[src/rtl/sha_msg_schedule.sv]
// SHA message-schedule stage: loads a 16-word block, then streams W_t with its
// round index to the round stage for SHA-1, SHA-224/256 and the SHA-512 family.

package sha;
    typedef logic [63:0] word_t;
    typedef enum logic [2:0] {
        SHA1       = 3'd0,
        SHA224     = 3'd1,
        SHA256     = 3'd2,
        SHA384     = 3'd3,
        SHA512     = 3'd4,
        SHA512_224 = 3'd5,
        SHA512_256 = 3'd6
    } mode_t;
endpackage

module sha_msg_schedule (
    input  logic             clk,
    input  logic             rst,
    input  sha::mode_t       mode,
    input  logic             in_valid,
    output logic             in_ready,
    input  sha::word_t       in_word,
    output logic             w_valid,
    input  logic             w_ready,
    output sha::word_t       w,
    output logic [6:0]       t,
    output logic [1:0]       ft,
    output logic             last,
    output logic             done
);
    import sha::*;

    typedef enum logic [1:0] {
        IDLE = 2'd0,
        LOAD = 2'd1,
        RUN  = 2'd2
    } state_t;

    state_t     state_q, state_d;
    logic [3:0] cnt_q, cnt_d;
    mode_t      mode_q, mode_d;
    word_t      w_q, w_d;
    logic [6:0] t_q, t_d;
    logic [1:0] ft_q, ft_d;
    logic       last_q, last_d;
    logic       w_valid_q, w_valid_d;
    logic       done_q, done_d;

    // 16-entry circular buffer, read at four taps at once, so kept in flops
    word_t      buf_q [16];
    logic       buf_we;
    logic [3:0] buf_waddr;
    word_t      buf_wdata;

    function automatic logic is_32bit(input mode_t m);
        return (m == SHA1) || (m == SHA224) || (m == SHA256);
    endfunction

    function automatic logic [31:0] s0_32(input logic [31:0] x);
        return {x[6:0], x[31:7]} ^ {x[17:0], x[31:18]} ^ {3'b0, x[31:3]};
    endfunction

    function automatic logic [31:0] s1_32(input logic [31:0] x);
        return {x[16:0], x[31:17]} ^ {x[18:0], x[31:19]} ^ {10'b0, x[31:10]};
    endfunction

    function automatic logic [63:0] s0_64(input logic [63:0] x);
        return {x[0], x[63:1]} ^ {x[7:0], x[63:8]} ^ {7'b0, x[63:7]};
    endfunction

    function automatic logic [63:0] s1_64(input logic [63:0] x);
        return {x[18:0], x[63:19]} ^ {x[60:0], x[63:61]} ^ {6'b0, x[63:6]};
    endfunction

    mode_t      eff_mode;
    word_t      load_word;
    logic [6:0] t_next;
    logic [3:0] n_lo;
    logic [6:0] last_idx;
    word_t      w2, w7, w15, w16;
    logic [31:0] w3l, w8l, w14l, sha1_x;
    word_t      sched_word;

    // Mode comes straight from the port for the first word of a block
    assign eff_mode  = (state_q == IDLE) ? mode : mode_q;
    assign load_word = is_32bit(eff_mode) ? {32'b0, in_word[31:0]} : in_word;

    assign t_next   = t_q + 7'd1;
    assign n_lo     = t_next[3:0];
    assign last_idx = ((mode_q == SHA224) || (mode_q == SHA256)) ? 7'd63 : 7'd79;

    // Slot (n-k) mod 16 holds W[n-k]; slot n mod 16 still holds W[n-16]
    assign w2   = buf_q[n_lo - 4'd2];
    assign w7   = buf_q[n_lo - 4'd7];
    assign w15  = buf_q[n_lo - 4'd15];
    assign w16  = buf_q[n_lo];
    assign w3l  = buf_q[n_lo - 4'd3][31:0];
    assign w8l  = buf_q[n_lo - 4'd8][31:0];
    assign w14l = buf_q[n_lo - 4'd14][31:0];
    assign sha1_x = w3l ^ w8l ^ w14l ^ w16[31:0];

    always_comb begin
        sched_word = 64'b0;
        if (mode_q == SHA1) begin
            sched_word = {32'b0, sha1_x[30:0], sha1_x[31]};
        end else if (is_32bit(mode_q)) begin
            sched_word = {32'b0, s1_32(w2[31:0]) + w7[31:0] + s0_32(w15[31:0]) + w16[31:0]};
        end else begin
            sched_word = s1_64(w2) + w7 + s0_64(w15) + w16;
        end
    end

    always_comb begin
        state_d   = state_q;
        cnt_d     = cnt_q;
        mode_d    = mode_q;
        w_d       = w_q;
        t_d       = t_q;
        ft_d      = ft_q;
        last_d    = last_q;
        w_valid_d = w_valid_q;
        done_d    = 1'b0;
        buf_we    = 1'b0;
        buf_waddr = cnt_q;
        buf_wdata = load_word;
        case (state_q)
            IDLE: begin
                if (in_valid) begin
                    mode_d    = mode;
                    buf_we    = 1'b1;
                    buf_waddr = 4'd0;
                    cnt_d     = 4'd1;
                    state_d   = LOAD;
                end
            end
            LOAD: begin
                if (in_valid) begin
                    buf_we = 1'b1;
                    cnt_d  = cnt_q + 4'd1;
                    if (cnt_q == 4'd15) begin
                        state_d   = RUN;
                        t_d       = 7'd0;
                        w_d       = buf_q[0];
                        ft_d      = 2'd0;
                        last_d    = 1'b0;
                        w_valid_d = 1'b1;
                    end
                end
            end
            RUN: begin
                if (w_ready) begin
                    if (last_q) begin
                        state_d   = IDLE;
                        w_valid_d = 1'b0;
                        last_d    = 1'b0;
                        done_d    = 1'b1;
                    end else begin
                        t_d    = t_next;
                        last_d = (t_next == last_idx);
                        if (mode_q != SHA1) begin
                            ft_d = 2'd0;
                        end else if (t_next < 7'd20) begin
                            ft_d = 2'd0;
                        end else if (t_next < 7'd40) begin
                            ft_d = 2'd1;
                        end else if (t_next < 7'd60) begin
                            ft_d = 2'd2;
                        end else begin
                            ft_d = 2'd3;
                        end
                        if (t_next < 7'd16) begin
                            w_d = buf_q[n_lo];
                        end else begin
                            w_d       = sched_word;
                            buf_we    = 1'b1;
                            buf_waddr = n_lo;
                            buf_wdata = sched_word;
                        end
                    end
                end
            end
            default: state_d = IDLE;
        endcase
    end

    always_ff @(posedge clk) begin
        if (rst) begin
            state_q   <= IDLE;
            cnt_q     <= 4'd0;
            mode_q    <= SHA1;
            w_q       <= 64'b0;
            t_q       <= 7'd0;
            ft_q      <= 2'd0;
            last_q    <= 1'b0;
            w_valid_q <= 1'b0;
            done_q    <= 1'b0;
        end else begin
            state_q   <= state_d;
            cnt_q     <= cnt_d;
            mode_q    <= mode_d;
            w_q       <= w_d;
            t_q       <= t_d;
            ft_q      <= ft_d;
            last_q    <= last_d;
            w_valid_q <= w_valid_d;
            done_q    <= done_d;
        end
    end

    always_ff @(posedge clk) begin
        if (buf_we) begin
            buf_q[buf_waddr] <= buf_wdata;
        end
    end

    assign in_ready = (state_q != RUN);
    assign w_valid  = w_valid_q;
    assign w        = w_q;
    assign t        = t_q;
    assign ft       = ft_q;
    assign last     = last_q;
    assign done     = done_q;

endmodule

[config.mk]
export PLATFORM = sky130hd
export DESIGN_NAME = sha_msg_schedule
export DESIGN_NICKNAME = d
export VERILOG_FILES = /design/src/rtl/sha_msg_schedule.sv
export SDC_FILE = /design/constraint.sdc
export NUM_CORES = 2
export LEC_CHECK = 0
export ABC_AREA = 1
export BUFFER_PORTS_ARGS = -buffer_cell sky130_fd_sc_hd__buf_4
export CORE_MARGIN = 2
export CORE_UTILIZATION = 43
export DETAILED_ROUTE_END_ITERATION = 6
export MAX_ROUTING_LAYER = met4
export SLEW_MARGIN = 20
export SYNTH_ARGS = -nofsm -noshare
export SYNTH_HDL_FRONTEND = slang
export SYNTH_SLANG_ARGS = --single-unit
[constraint.sdc]
create_clock -name clk -period 20.6 [get_ports clk]
set_clock_uncertainty 0.15 [all_clocks]
set_input_delay 2.06 -clock clk [delete_from_list [all_inputs] [get_ports clk]]
set_output_delay 2.06 -clock clk [all_outputs]
set_load 0.02 [all_outputs]
Word-level counts from Yosys, hierarchy flattened. Memories as Yosys holds them, arrays and structs flattened. Index checks and enable logic that the tools add are counted.

Register bits after elaboration: 85. Memories: 1. RAM bits: 1024.

Memory list: buf_q (depth 16, width 64, rd ports 8, clocked after memory_dff 0, wr ports 1, line 51) `word_t buf_q [16];`.

Bitwise operators: 13. Add/sub/neg operators: 14. Equality and inequality tests: 15. Reductions and logical operators: 19. $lt $le $gt $ge: 4. Mux-type cells: 61.

Operators by type and width (number): 64-bit two-way mux (12); 64-bit adder (3); 32-bit bitwise XOR (5); 64-bit one-hot mux with 2 select lines (1); 64-bit bitwise XOR (2); 32-bit adder (3); 64-bit by 57-bit bitwise XOR with 64-bit output (1); 64-bit by 58-bit bitwise XOR with 64-bit output (1); 7-bit two-way mux (5); 32-bit by 22-bit bitwise XOR with 32-bit output (1); 32-bit by 29-bit bitwise XOR with 32-bit output (1); 2-bit two-way mux (12); 4-bit two-way mux (6); 1-bit two-way mux (16); 4-bit one-hot mux with 2 select lines (2); 5-bit AND reduction (3); 7-bit by 5-bit < comparator with 1-bit output (second input constant) (2); 7-bit by 6-bit < comparator with 1-bit output (second input constant) (2); 2-bit != test (second input constant) (7); 7-bit one-hot mux with 2 select lines (1); 4-bit subtractor (second input constant) (3); 4-bit by 2-bit subtractor with 4-bit output (second input constant) (2); 7-bit by 1-bit adder with 7-bit output (second input constant) (1); 7-bit == test (1); other kinds (22) (33).

Longest topological paths before layout. An unclocked memory read counts as a cell.

Depth in word-level cells: 14. Mapped depth: 50. Mapped depth without buffers: 37.

Worst setup path before layout. Ideal clock, no wire load.

Kind: register -> register. From: register t_q[0] (netlist: t[0]). To: memory buf_q[0][47] (netlist name), data pin. Setup time: 0.330 ns. Arrival: 8.005 ns. Setup slack: 12.115 ns. Required time: 20.120 ns. Cell stages (with the launch flop): 44. Path buffers: 14. Period minus slack after synthesis: 8.485 ns. Cell sequence: dfxtp_1 > buf_6 > inv_4 > buf_4 > buf_2 > buf_2 > buf_2 > ha_1 > inv_2 > buf_4 > buf_4 > buf_4 > buf_2 > buf_2 > ha_1 > clkbuf_1 > buf_2 > clkbuf_1 > [... 8 more ...] > ha_1 > inv_1 > fa_1 > nor3_1 > nor2_1 > inv_1 > nand2_1 > nand2_1 > nand2_1 > nand2_1 > nand2_1 > nand2_1 > nand2_1 > nor2_1 > nor2_1 > nand2_1 > nand3_1 > o21ai_0.

Word-level cells in the longest chain between the ends: 14.

RTL lines: start, declared (line 44) `logic [6:0] t_q, t_d;`; start signal, assigned (line 203) `t_q <= t_d;`; 7-bit by 1-bit adder with 7-bit output * (line 89) `assign t_next = t_q + 7'd1;`; 4-bit by 2-bit subtractor with 4-bit output (line 94) `assign w2 = buf_q[n_lo - 4'd2];`; memory 16 x 64 bit; 64-bit bitwise XOR (line 73) `return {x[18:0], x[63:19]} ^ {x[60:0], x[63:61]} ^ {6'b0, x[63:6]};`; 64-bit by 58-bit bitwise XOR with 64-bit output (line 73); 64-bit adder (3 in series) (line 110) `sched_word = s1_64(w2) + w7 + s0_64(w15) + w16;`; 64-bit two-way mux (line 107) `end else if (is_32bit(mode_q)) begin`; 64-bit two-way mux (line 105) `if (mode_q == SHA1) begin`; 64-bit two-way mux * (line 172) `if (t_next < 7'd16) begin`; 64-bit two-way mux * (line 153) `if (last_q) begin`; 64-bit two-way mux * (line 152) `if (w_ready) begin`; 64-bit two-way mux * (line 127) `case (state_q)`; net buf_wdata[47] (line 54) `word_t buf_wdata;`; end, declared (line 51).

The timed path passes the listed nets; every way through them passes the cells marked *.

Worst setup path in the final report.
From: register t_q[0] (netlist: t[0]). To: memory buf_q[6][28] (netlist name), data pin.

Word-level cells in the longest chain between the ends: 14.

RTL lines (line): 7-bit by 1-bit adder with 7-bit output * (89); 4-bit by 2-bit subtractor with 4-bit output (94); memory 16 x 64 bit; 64-bit bitwise XOR / 32-bit bitwise XOR (equally long branches) (73, 65); 64-bit by 58-bit bitwise XOR with 64-bit output / 32-bit by 22-bit bitwise XOR with 32-bit output (equally long branches) (73, 65); 64-bit adder / 32-bit adder (equally long branches) (3 in series) (110, 108); 64-bit two-way mux (107); 64-bit two-way mux (105); 64-bit two-way mux * (172); 64-bit two-way mux * (153); 64-bit two-way mux * (152); 64-bit two-way mux * (127); net buf_wdata[28] (54).

Marks and branches as above.

==> run metrics <==
Routed Antenna Nets 0; antenna violations before repair 29; CTS root buffer clkbuf_16; status completed; Yosys top cell area share 38.5%; clock slew at reported path FFs 0.06 ns; final WL 384000 µm; Synth area leader edfxtp_1; Nets 9869; Tmin final 11.91 ns; DP Wirelength 273000 µm; Initial Utilization 43.2%; Net Sw Frac 54.9%; max frequency 0.0840 GHz; TNS Setup 0 ns; gr usage total 40.5%; largest net degree at the start of global routing 154; Port Buffers 147; DIE AREA 189000 µm²; clock power share 16.6%; asr flop ratio synth 0%; gp weighted congestion 1.09; TritonCTS Buffers 134; Crit-path slowest cell o21ai_0; Arrival @ worst endpoint 12.20 ns; Final setup viols 0; Initial DRC Count 10822; core region area 185000 µm²; Cells after Synth 9634; HP Class register to register; CP peak stage delay 0.88 ns; worst-case vdd ir drop 0.0921 mV; Ys Warns 0; CTS sink count 1109; wire per inst 31.7 µm; relative slew slack 10.7%; CP max FO 153; CTS tree built; die width 435 µm; num ports 148; Final Hold Viols 0; PD cells 166 nW/µm²; Critical Path RT 20.90 ns; Mapped Nets 9993; startpoint types register; register bit count reported by yosys 1109; TritonRoute pass-1 iters 7; # Max-Cap Violations 0; Synth Cell Area 79900 µm²; Die Height 435 µm; vias in the first global route 67925; P_sw 7.94 mW; # rows 158; Cell Int Power 6.52 mW; DR vias/cell 6.19; Leak Pwr 34.9 nW; DRC Markers 0; RSZ-0062 raised after global routing no; Worst setup EP type register; Reg power frac 18.0%; Clock Path Buffers 3; Post-synth EDFFs 1024; top_reg_cell synth edfxtp_1; post-CTS resize count 0; pins over their slew limit 0; first-pass GRT wire length 529000 µm; worst slew pin tran 1.33 ns; Tot Pwr 14.5 mW; Synth area leaders edfxtp_1 38%, nand2_1 12%, o21ai_0 5.3%, fa_1 4.7%, inv_1 4.1%; GR Overflow Total 0; H-tree depth 4; layout cell share with drive strength beyond 1 8.30%; hold_buf cts 0; Crit Path Class register to register; Synth cell types 84; Post-CTS Setup Repair Bufs 0; synthesized area per cell 8.30 µm²; Skew-Pair Late Insertion Delay 0.85 ns; Logic pwr share 65.4%; sequential share of the synthesized area 40.6%; fin crit share 57.8%; Via Count 75013; P&R area growth vs syn 8.84%
[power groups by stage]
stage / Sequential (mW) / Combinational, mW / Clock [mW]
after floorplan: 2.64 / 5.45 / 0
after global placement: 2.65 / 9.25 / 0
after detailed placement: 2.65 / 9.10 / 0
after CTS: 2.60 / 9.15 / 2.40
after global routing: 2.61 / 10.1 / 2.49
final: 2.61 / 9.46 / 2.39
[flip-flops by register name, summed over array words and instances, names as in the netlist]
signal and count:
buf_q 1024, last 1, done 1, w_valid 1, w 64, t 7
mode_q 3, cnt_q 4, ft 2, state_q 2
[synthesized netlist by cell type, drive strengths merged, types with 85 or more instances]
library cell,instances
edfxtp,1024
xnor2,170
or2,98
a21oi,581
buf,441
o21ai,1079
ha,100
mux2i,218
nand3,507
fa,188
inv,890
clkbuf,163
o221ai,147
o22ai,161
xor2,247
nand2,2627
dfxtp,85
o211ai,171
nor2,383
[cell families (layout without fill, tap and decap cells)]
logic type | Yosys count | after routing | synth area share [%]
xor+xnor | 417 | 417 | 4.65
other cells | 0 | 13 | 0
flops | 1109 | 1109 | 40.6
fa+ha+maj | 288 | 288 | 6.27
simple gates | 3697 | 3697 | 18.8
compound gates | 2408 | 2408 | 18.1
buf+inv | 1495 | 1478 | 8.57
mux | 220 | 220 | 3.01
[layer usage]
layer  vias to the layer above  part of all wire, %  GRT usage (%)
li1                      32784                    -              -
met1                     36550                   43           57.8
met2                      4906                   41           56.5
met3                       773                   11           7.99
met4                         0                  4.3           15.4
met5                         -                    0              -
[cell usage in the layout (no fill, tap or decap), drive strengths merged, types with 28 or more instances in the layout]
cell / count
dfxtp: 85
o21ai: 1079
nand3: 507
clkbuf: 175
fa: 188
nor2: 383
o22ai: 161
mux2i: 218
clkinv: 45
a22oi: 42
inv: 902
o21a: 28
o211ai: 171
ha: 100
edfxtp: 1024
xor2: 247
a31oi: 49
xnor2: 170
or2: 98
a32o: 35
o221ai: 147
a21oi: 581
nand2: 2627
buf: 344
[through the flow]
step | std cells | utilization [%] | worst slack [ns] | cell area (µm²) | hold WS [ns]
finish | 12110 | 47.0 | 8.69 | 87000 | 0.322
global route | 12108 | 47.0 | 8.53 | 87000 | 0.339
CTS | 12097 | 47.0 | 9.03 | 86900 | 0.321
detailed placement | 11854 | 44.6 | 9.06 | 82600 | 0.310
global placement | 11854 | 44.6 | 8.87 | 82600 | 0.304
floorplan | 9634 | - | 12.12 | 79900 | 0.285
[critical path: cells and delay by family, from the launching register on]
| kind | cells | cell delay [ns] |
|---|---|---|
| AO/OA/AOI/OAI | 9 | 2.70 |
| XOR/XNOR | 2 | 0.91 |
| adder cells (fa/ha/maj) | 3 | 1.42 |
| buffers and inverters | 8 | 3.32 |
| flip-flops | 1 | 0.75 |
| AND/OR/NAND/NOR | 9 | 2.09 |
[path summary, 6_finish.rpt]
check	slack (ns)	endpoint	cells after the start	startpoint
max	8.69	buf_q[6][28]	31	t[0]
min	0.32	w[33]	2	w[33]
max reg2reg	8.69	buf_q[6][28]	31	t[0]
min reg2reg	0.32	w[33]	2	w[33]
[final cells by class]
type | count | area, µm²
Multi-Input combinational cell | 7030 | 41000
Antenna cell | 13 | 32.5
Sequential cell | 1109 | 32500
Clock inverter | 68 | 709
Fill cell | 17956 | 98000
Timing Repair Buffer | 344 | 2680
Tap cell | 2480 | 3100
Clock buffer | 175 | 3630
Inverter | 891 | 3380
Note: power is estimated with default switching activity, not from simulation.
